$ cat config.mk
export PLATFORM = sky130hd
export DESIGN_NAME = branch_resolve_unit
export DESIGN_NICKNAME = d
export VERILOG_FILES = /design/src/rtl/branch_resolve_unit.sv
export SDC_FILE = /design/constraint.sdc
export NUM_CORES = 1
export LEC_CHECK = 0
export CAP_MARGIN = 20
export CORE_UTILIZATION = 45
export CTS_CLUSTER_DIAMETER = 120
export DETAILED_ROUTE_END_ITERATION = 10
export GPL_TIMING_DRIVEN = 0
export PLACE_DENSITY_LB_ADDON = 0.15
export SYNTH_ARGS = -nofsm -noshare
export SYNTH_HDL_FRONTEND = slang
export SYNTH_SLANG_ARGS = --single-unit
$ cat constraint.sdc
create_clock -name clk -period 5.3 [get_ports clk]
set_clock_uncertainty 0.05 [all_clocks]
set_input_delay 1.06 -clock clk [delete_from_list [all_inputs] [get_ports clk]]
set_output_delay 1.06 -clock clk [all_outputs]
set_load 0.005 [all_outputs]
$ cat src/rtl/branch_resolve_unit.sv
// branch_resolve_unit: jump/branch resolution with registered pc redirect, squash shadow and link write
module branch_resolve_unit #(
  parameter int XLEN = 32,
  parameter int PC_DELAY = 3,
  parameter int FLUSH_CYCLES = 1,
  parameter int WORD_PC = 1
) (
  input  logic            clk,
  input  logic            reset,
  input  logic [XLEN-1:0] pc,
  input  logic [XLEN-1:0] src1_value,
  input  logic [XLEN-1:0] src2_value,
  input  logic [XLEN-1:0] imm,
  input  logic [4:0]      rd,
  input  logic [3:0]      jb_op,
  output logic            redirect_valid,
  output logic [XLEN-1:0] redirect_pc,
  output logic            misalign_exc,
  output logic            write_req,
  output logic [4:0]      write_addr,
  output logic [XLEN-1:0] write_data
);
  localparam logic [XLEN-1:0] STEP = WORD_PC != 0 ? XLEN'(1) : XLEN'(4);
  logic [XLEN-1:0] pc_pipe_q [PC_DELAY];
  logic [XLEN-1:0] pc_dly, off, jt, tgt, link;
  logic [XLEN-1:0] redirect_pc_q, redirect_pc_d, write_data_q, write_data_d;
  logic [4:0] write_addr_q, write_addr_d;
  logic [3:0] flush_cnt_q, flush_cnt_d;
  logic redirect_valid_q, redirect_valid_d, misalign_exc_q, misalign_exc_d, write_req_q, write_req_d;
  logic is_jmp, taken, ft, mis, squash, go;
  always_comb begin
    pc_dly = pc_pipe_q[PC_DELAY-1];
    off = WORD_PC != 0 ? $unsigned($signed(imm) >>> 2) : imm;
    jt = (src1_value + imm) & ~XLEN'(1);
    is_jmp = jb_op == 4'd1 || jb_op == 4'd2;
    taken = is_jmp
      || (jb_op == 4'd3 && src1_value == src2_value)
      || (jb_op == 4'd4 && src1_value != src2_value)
      || (jb_op == 4'd5 && $signed(src1_value) < $signed(src2_value))
      || (jb_op == 4'd6 && $signed(src1_value) >= $signed(src2_value))
      || (jb_op == 4'd7 && src1_value < src2_value)
      || (jb_op == 4'd8 && src1_value >= src2_value);
    tgt = jb_op == 4'd2 ? (WORD_PC != 0 ? $unsigned($signed(jt) >>> 2) : jt) : pc_dly + off;
    ft = tgt == pc_dly + STEP;
    mis = WORD_PC == 0 && tgt[1:0] != 2'b00;
    squash = redirect_valid_q || flush_cnt_q != '0;
    go = taken && !squash && !ft;
    redirect_valid_d = go && !mis;
    misalign_exc_d = go && mis;
    write_req_d = is_jmp && !squash && rd != 5'd0 && !(go && mis);
    link = WORD_PC != 0 ? (pc_dly + XLEN'(1)) << 2 : pc_dly + XLEN'(4);
    redirect_pc_d = redirect_valid_d ? tgt : redirect_pc_q;
    write_addr_d = write_req_d ? rd : write_addr_q;
    write_data_d = write_req_d ? link : write_data_q;
    flush_cnt_d = redirect_valid_q ? 4'(FLUSH_CYCLES - 1) : flush_cnt_q != '0 ? flush_cnt_q - 4'd1 : 4'd0;
  end
  always_ff @(posedge clk) begin
    if (reset) begin
      for (int i = 0; i < PC_DELAY; i++) pc_pipe_q[i] <= '0;
      flush_cnt_q <= '0;
      redirect_valid_q <= 1'b0;
      misalign_exc_q <= 1'b0;
      write_req_q <= 1'b0;
      redirect_pc_q <= '0;
      write_addr_q <= '0;
      write_data_q <= '0;
    end else begin
      pc_pipe_q[0] <= pc;
      for (int i = 1; i < PC_DELAY; i++) pc_pipe_q[i] <= pc_pipe_q[i-1];
      flush_cnt_q <= flush_cnt_d;
      redirect_valid_q <= redirect_valid_d;
      misalign_exc_q <= misalign_exc_d;
      write_req_q <= write_req_d;
      redirect_pc_q <= redirect_pc_d;
      write_addr_q <= write_addr_d;
      write_data_q <= write_data_d;
    end
  end
  assign redirect_valid = redirect_valid_q;
  assign redirect_pc = redirect_pc_q;
  assign misalign_exc = misalign_exc_q;
  assign write_req = write_req_q;
  assign write_addr = write_addr_q;
  assign write_data = write_data_q;
endmodule

Word level (Yosys, flattened, before mapping)
Memory sizes are Yosys's and may differ from the RTL's. Index checks and enable logic that the tools add are counted.

Register bits: 73. Memory bits (writable): 96. Input bits: 139. Memories: 1.

Memory list: pc_pipe_q (depth 3, bits a word 32, read ports 3, clocked after Yosys merged registers in 0, write ports 3, line 24) `logic [XLEN-1:0] pc_pipe_q [PC_DELAY];`.

Add/subtract/negate cells: 4. Order comparisons: 4. Equal/unequal tests: 11. Multiplexer cells: 7. Bitwise gates (word level): 4. Reductions and logical operators: 23.

Operators with widths (count): $mux W32 (4); $add A32 B32 Y32 (2); $eq A32 B32 Y1 (2); $ge A32 B32 Y1 (2); $lt A32 B32 Y1 (2); $add A32 B1 Y32 const B (1); $ne A32 B32 Y1 (1); $eq A4 B3 Y1 const B (4); $logic_and A1 B1 Y1 (10); $eq A4 B2 Y1 const B (2); $logic_or A1 B1 Y1 (8); $reduce_bool A5 Y1 (1); $eq A4 B1 Y1 const B (1); $eq A4 B4 Y1 const B (1); $reduce_bool A4 Y1 (1); $sub A4 B1 Y4 const B (1); $mux W1 (3); $or A1 B1 Y1 (3); $reduce_or A3 Y1 (1); $logic_not A1 Y1 (2); $not A1 Y1 (1).

Longest topological paths before layout
Word-level depth: 10. Gate-level depth with buffers: 17. Depth with buffers taken out: 14.

Worst setup path before layout
Ideal clock, no wire load.

Kind: input to register. Start point: input imm[2]. End point: register redirect_pc_q[30] (netlist: redirect_pc[30]). Data arrival time: 4.526 ns. Data required time: 5.162 ns. Path slack: 0.636 ns. Stages: 16. Path buffers: 2. Cell sequence: ha_1 -> fa_1 -> a21o_1 -> a211o_1 -> a32oi_2 -> nand3_2 -> a221oi_4 -> mux2i_1 -> a2111oi_2 -> o2111ai_1 -> a2111oi_2 -> and4_1 -> buf_4 -> nor2_4 -> buf_6 -> a311oi_2.

Word-level cells in the longest chain between the ends: 5. Elaborated cells on any way between the ends: 6. Classes of those cells: 2 x add/sub; 1 x eq/ne; 1 x mux; 2 x reduce/logical.

RTL lines: from (decl) (line 13) `input logic [XLEN-1:0] imm,`; $add A32 B32 Y32, on equally long branches (line 43, 34); $mux W32 * (line 43) `tgt = jb_op == 4'd2 ? (WORD_PC != 0 ? $unsigned($signed(jt) >>> 2) : jt) : pc_dly + off;`; $eq A32 B32 Y1 (line 44) `ft = tgt == pc_dly + STEP;`; $logic_not A1 Y1 (line 47) `go = taken && !squash && !ft;`; $logic_and A1 B1 Y1 (line 47); to (signal assigned) (line 74) `redirect_pc_q <= redirect_pc_d;`; to (decl) (line 26) `logic [XLEN-1:0] redirect_pc_q, redirect_pc_d, write_data_q, write_data_d;`.

Every way passes the cells marked *; elsewhere a longest branch is shown, timed or not. A chain may end at the register's enable or synchronous reset.

Final worst setup path
Start point: input imm[2]. End point: register redirect_pc_q[8] (netlist: redirect_pc[8]).

Same word-level chain as after synthesis.

==> run metrics <==
Pins Over Slew Limit 0; Area Overhead vs Synth 29.2%; P_sw around 0.0015 W; Tmin final 5.22 ns; grt ovf 0; dominant cell type by area after synthesis dfxtp_1; Max Clk Rate ~190 MHz; RSZ-0062 raised after global routing true; failing checks DRC; Routed wire per std cell ~21 microns; final core utilization 0.597; final instance area between 15000 and 20000 sq um; largest net degree at the start of global routing 19; Post-route DRC 9; Crit. End Element flop; Die H 166 microns; Synth Warn # 0; Clk pwr share 0.286; initial antenna violation count 0; GRT Total Usage 0.316; top post-synthesis cells by area dfxtp_1, ha_1, a21oi_1; multi-input logic area approximately 8500 sq um; Async SR Flop Fraction 0; top_reg_cell synth dfxtp_1; RD Place Congestion 0.936; register area share after synthesis 0.279; Routed Antenna Nets 0; Synth cell types between 80 and 90; relative slew slack 0.387; H-tree levels 4; CTS root buf clkbuf_16; CTS max path bufs 2; min-delay worst type flop to flop; Mapped Cells 1499; slowest stage delay, CP ~0.47 ns; post-synthesis cell area 12100 sq um; FF-to-FF path depth 15; Gate power share 0.348; Skew-Pair Late Insertion Delay 0.42 ns; Inserted Diodes 0; share of cells above drive strength 1 0.0989; I/O Pins around 210; sw frac 0.350; critical path class primary input to flop; total power approximately 0.0042 W; Leak roughly 6 nW; CP Data Required Time roughly 5.5 ns; DRT Pass-1 Iters 8; status finished, violations left; Final Hold Fails 0; fin crit share 0.985; DRT iter0 DRCs 1077; Worst Tran Pin Value about 0.92 ns; type of origin of the critical path primary input; top cell type's share of synthesized area 0.279; hold depth 1; slowest CP cell clkdlybuf4s50_1; die area around 28000 sq um; core area around 26000 sq um; Detailed Place HPWL about 36000 microns; sequential share of power 0.365; vias in the first global route ~12000; total detailed-routing wirelength around 44000 microns; Initial Utilization 0.462; final count of negative-setup-slack endpoints 0; number of max-cap violations 0; hold buffers post-CTS 0; CP max FO 10; synthesized area per cell 8.09 sq um; Die X 166 microns; clk slew on worst S/H paths 0.08 ns; critical path data arrival time about 5.4 ns; register area around 3400 sq um; Net count, final 1973; first-pass GRT wire length about 67000 microns; IO buf count approximately 200; placed inst area 14600 sq um; critical path, cell by cell clkdlybuf4s50_1 -> ha_2 -> fa_1 -> a21o_1 -> a211o_4 -> a32oi_4 -> buf_4 -> nand3b_1 -> nand4b_1 -> nand4b_1 -> a2111oi_2 -> nand4_1 -> nor4_4 -> nand4_1 -> buf_4 -> clkbuf_2 -> a21oi_1 -> a211oi_2; Clock Sinks approximately 170; Max VDD drop between 0.2 and 0.3 mV; PwrDens 266 nW/um^2; CTS tree yes; via count 12275; FP Rows between 50 and 60; setup TNS 0 ns; Yosys reg bits between 150 and 200; vias per cell between 5 and 6; CTS buffer count 17; number of flops mapped to enable cells by yosys 0; Worst Hold Margin 0.381 ns; fill count 2396; Int Power between 0.002 and 0.003 W
## placed cells by master (no fill, tap or decap), types with 5 or more instances in the layout
cell,Yosys,final
inv_8,0,5
a211oi_1,41,39
and3_1,16,16
nand2_1,105,105
dfxtp_1,169,169
nand2b_1,11,11
a31oi_1,14,9
a21oi_1,134,130
nand4_1,49,49
nor2_1,123,123
o211ai_1,19,19
nor3_1,25,24
o21ai_0,64,61
clkdlybuf4s50_1,0,205
or3_1,11,11
buf_2,22,22
a311oi_1,10,9
nor4_1,12,10
clkbuf_1,58,49
inv_1,59,59
mux2i_1,15,12
clkbuf_16,0,17
buf_4,5,20
a31o_2,7,7
xor2_1,51,49
a211oi_2,16,17
xnor2_1,63,61
o21ai_1,2,5
a211o_1,7,6
ha_1,95,93
nand3_1,28,28
o31ai_1,14,9
nor2b_1,100,100
a21o_1,28,28
o21a_1,15,15
## per-stage QoR
stage               setup WS [ns]  instances
CTS                       0.00363       2075
global route              -0.0542       2085
floorplan                   0.636       1501
finish                     0.0775       2085
detailed placement          -1.59       2043
global placement            -2.21       2041
## sequential cells by signal, indices dropped and copies added, names as in the netlist
name,cells
redirect_valid,1
redirect_pc,32
flush_cnt_q,4
pc_pipe_q,96
write_addr,5
write_data,30
write_req,1
## repair_timing
| action | 4_1_cts | 5_1_grt |
|---|---|---|
| gates resized for setup | 31 | 34 |
| hold endpoints to repair | 0 | 0 |
| buffers inserted | 3 | 13 |
| pin swaps | 11 | 14 |
| setup endpoints to repair | 33 | 33 |
## routing by layer
layer,share of wire,track usage
met4,0.027,0.111
met2,0.46,0.516
met3,0.083,0.0465
met5,0,0
met1,0.43,0.424
## final cells by class
| type | instances | area share |
|---|---|---|
| clock buffers | 17 | 0.0272 |
| multi-input cells | 1183 | 0.541 |
| plain buffers | 85 | 0.0244 |
| clock inverters | 14 | 0.00999 |
| inverters | 59 | 0.0141 |
| flip-flops and latches | 169 | 0.216 |
| repair buffers | 223 | 0.140 |
| well taps | 335 | 0.0268 |
## cell families (layout without fill, tap and decap cells)
kind of cell / after synthesis / after routing / share of synthesized area
compound gates: 433 / 433 / 0.246
xor+xnor: 116 / 116 / 0.0856
fa+ha+maj: 96 / 96 / 0.0997
buf+inv: 149 / 398 / 0.0506
flops: 169 / 169 / 0.279
mux: 17 / 17 / 0.0142
other cells: 1 / 3 / 0.000309
simple gates: 518 / 518 / 0.224
## power by group through the flow
stage                     registers (W)  clock network (W)  logic (W)
after floorplan                 0.00152                  0   0.000770
after global placement          0.00155                  0    0.00135
after detailed placement        0.00155                  0    0.00137
after CTS                       0.00152            0.00121    0.00140
after global routing            0.00153            0.00126    0.00157
final                           0.00152            0.00119    0.00145
## critical path: cells and delay by family
family	cells	cell delay (ns)
AND/OR/NAND/NOR	6	1.18
buffers and inverters	4	1.04
adder cells (fa/ha/maj)	2	0.63
AO/OA/AOI/OAI	6	1.54
## synth_stat cells (28+ instances only)
library cell	count
dfxtp_1	169
a21oi_1	134
nor2_1	123
nand2_1	105
nor2b_1	100
ha_1	95
o21ai_0	64
xnor2_1	63
inv_1	59
clkbuf_1	58
xor2_1	51
nand4_1	49
a211oi_1	41
a21o_1	28
nand3_1	28
## path summary, 6_finish.rpt
kind                         start                to  slack, ns
setup / recovery            imm[2]    redirect_pc[8]       0.08
hold / removal    pc_pipe_q[0][63]  pc_pipe_q[0][95]       0.38
setup reg to reg  pc_pipe_q[0][64]    redirect_pc[8]       0.57
hold reg to reg   pc_pipe_q[0][63]  pc_pipe_q[0][95]       0.38
Note: power is estimated with default switching activity, not from simulation.
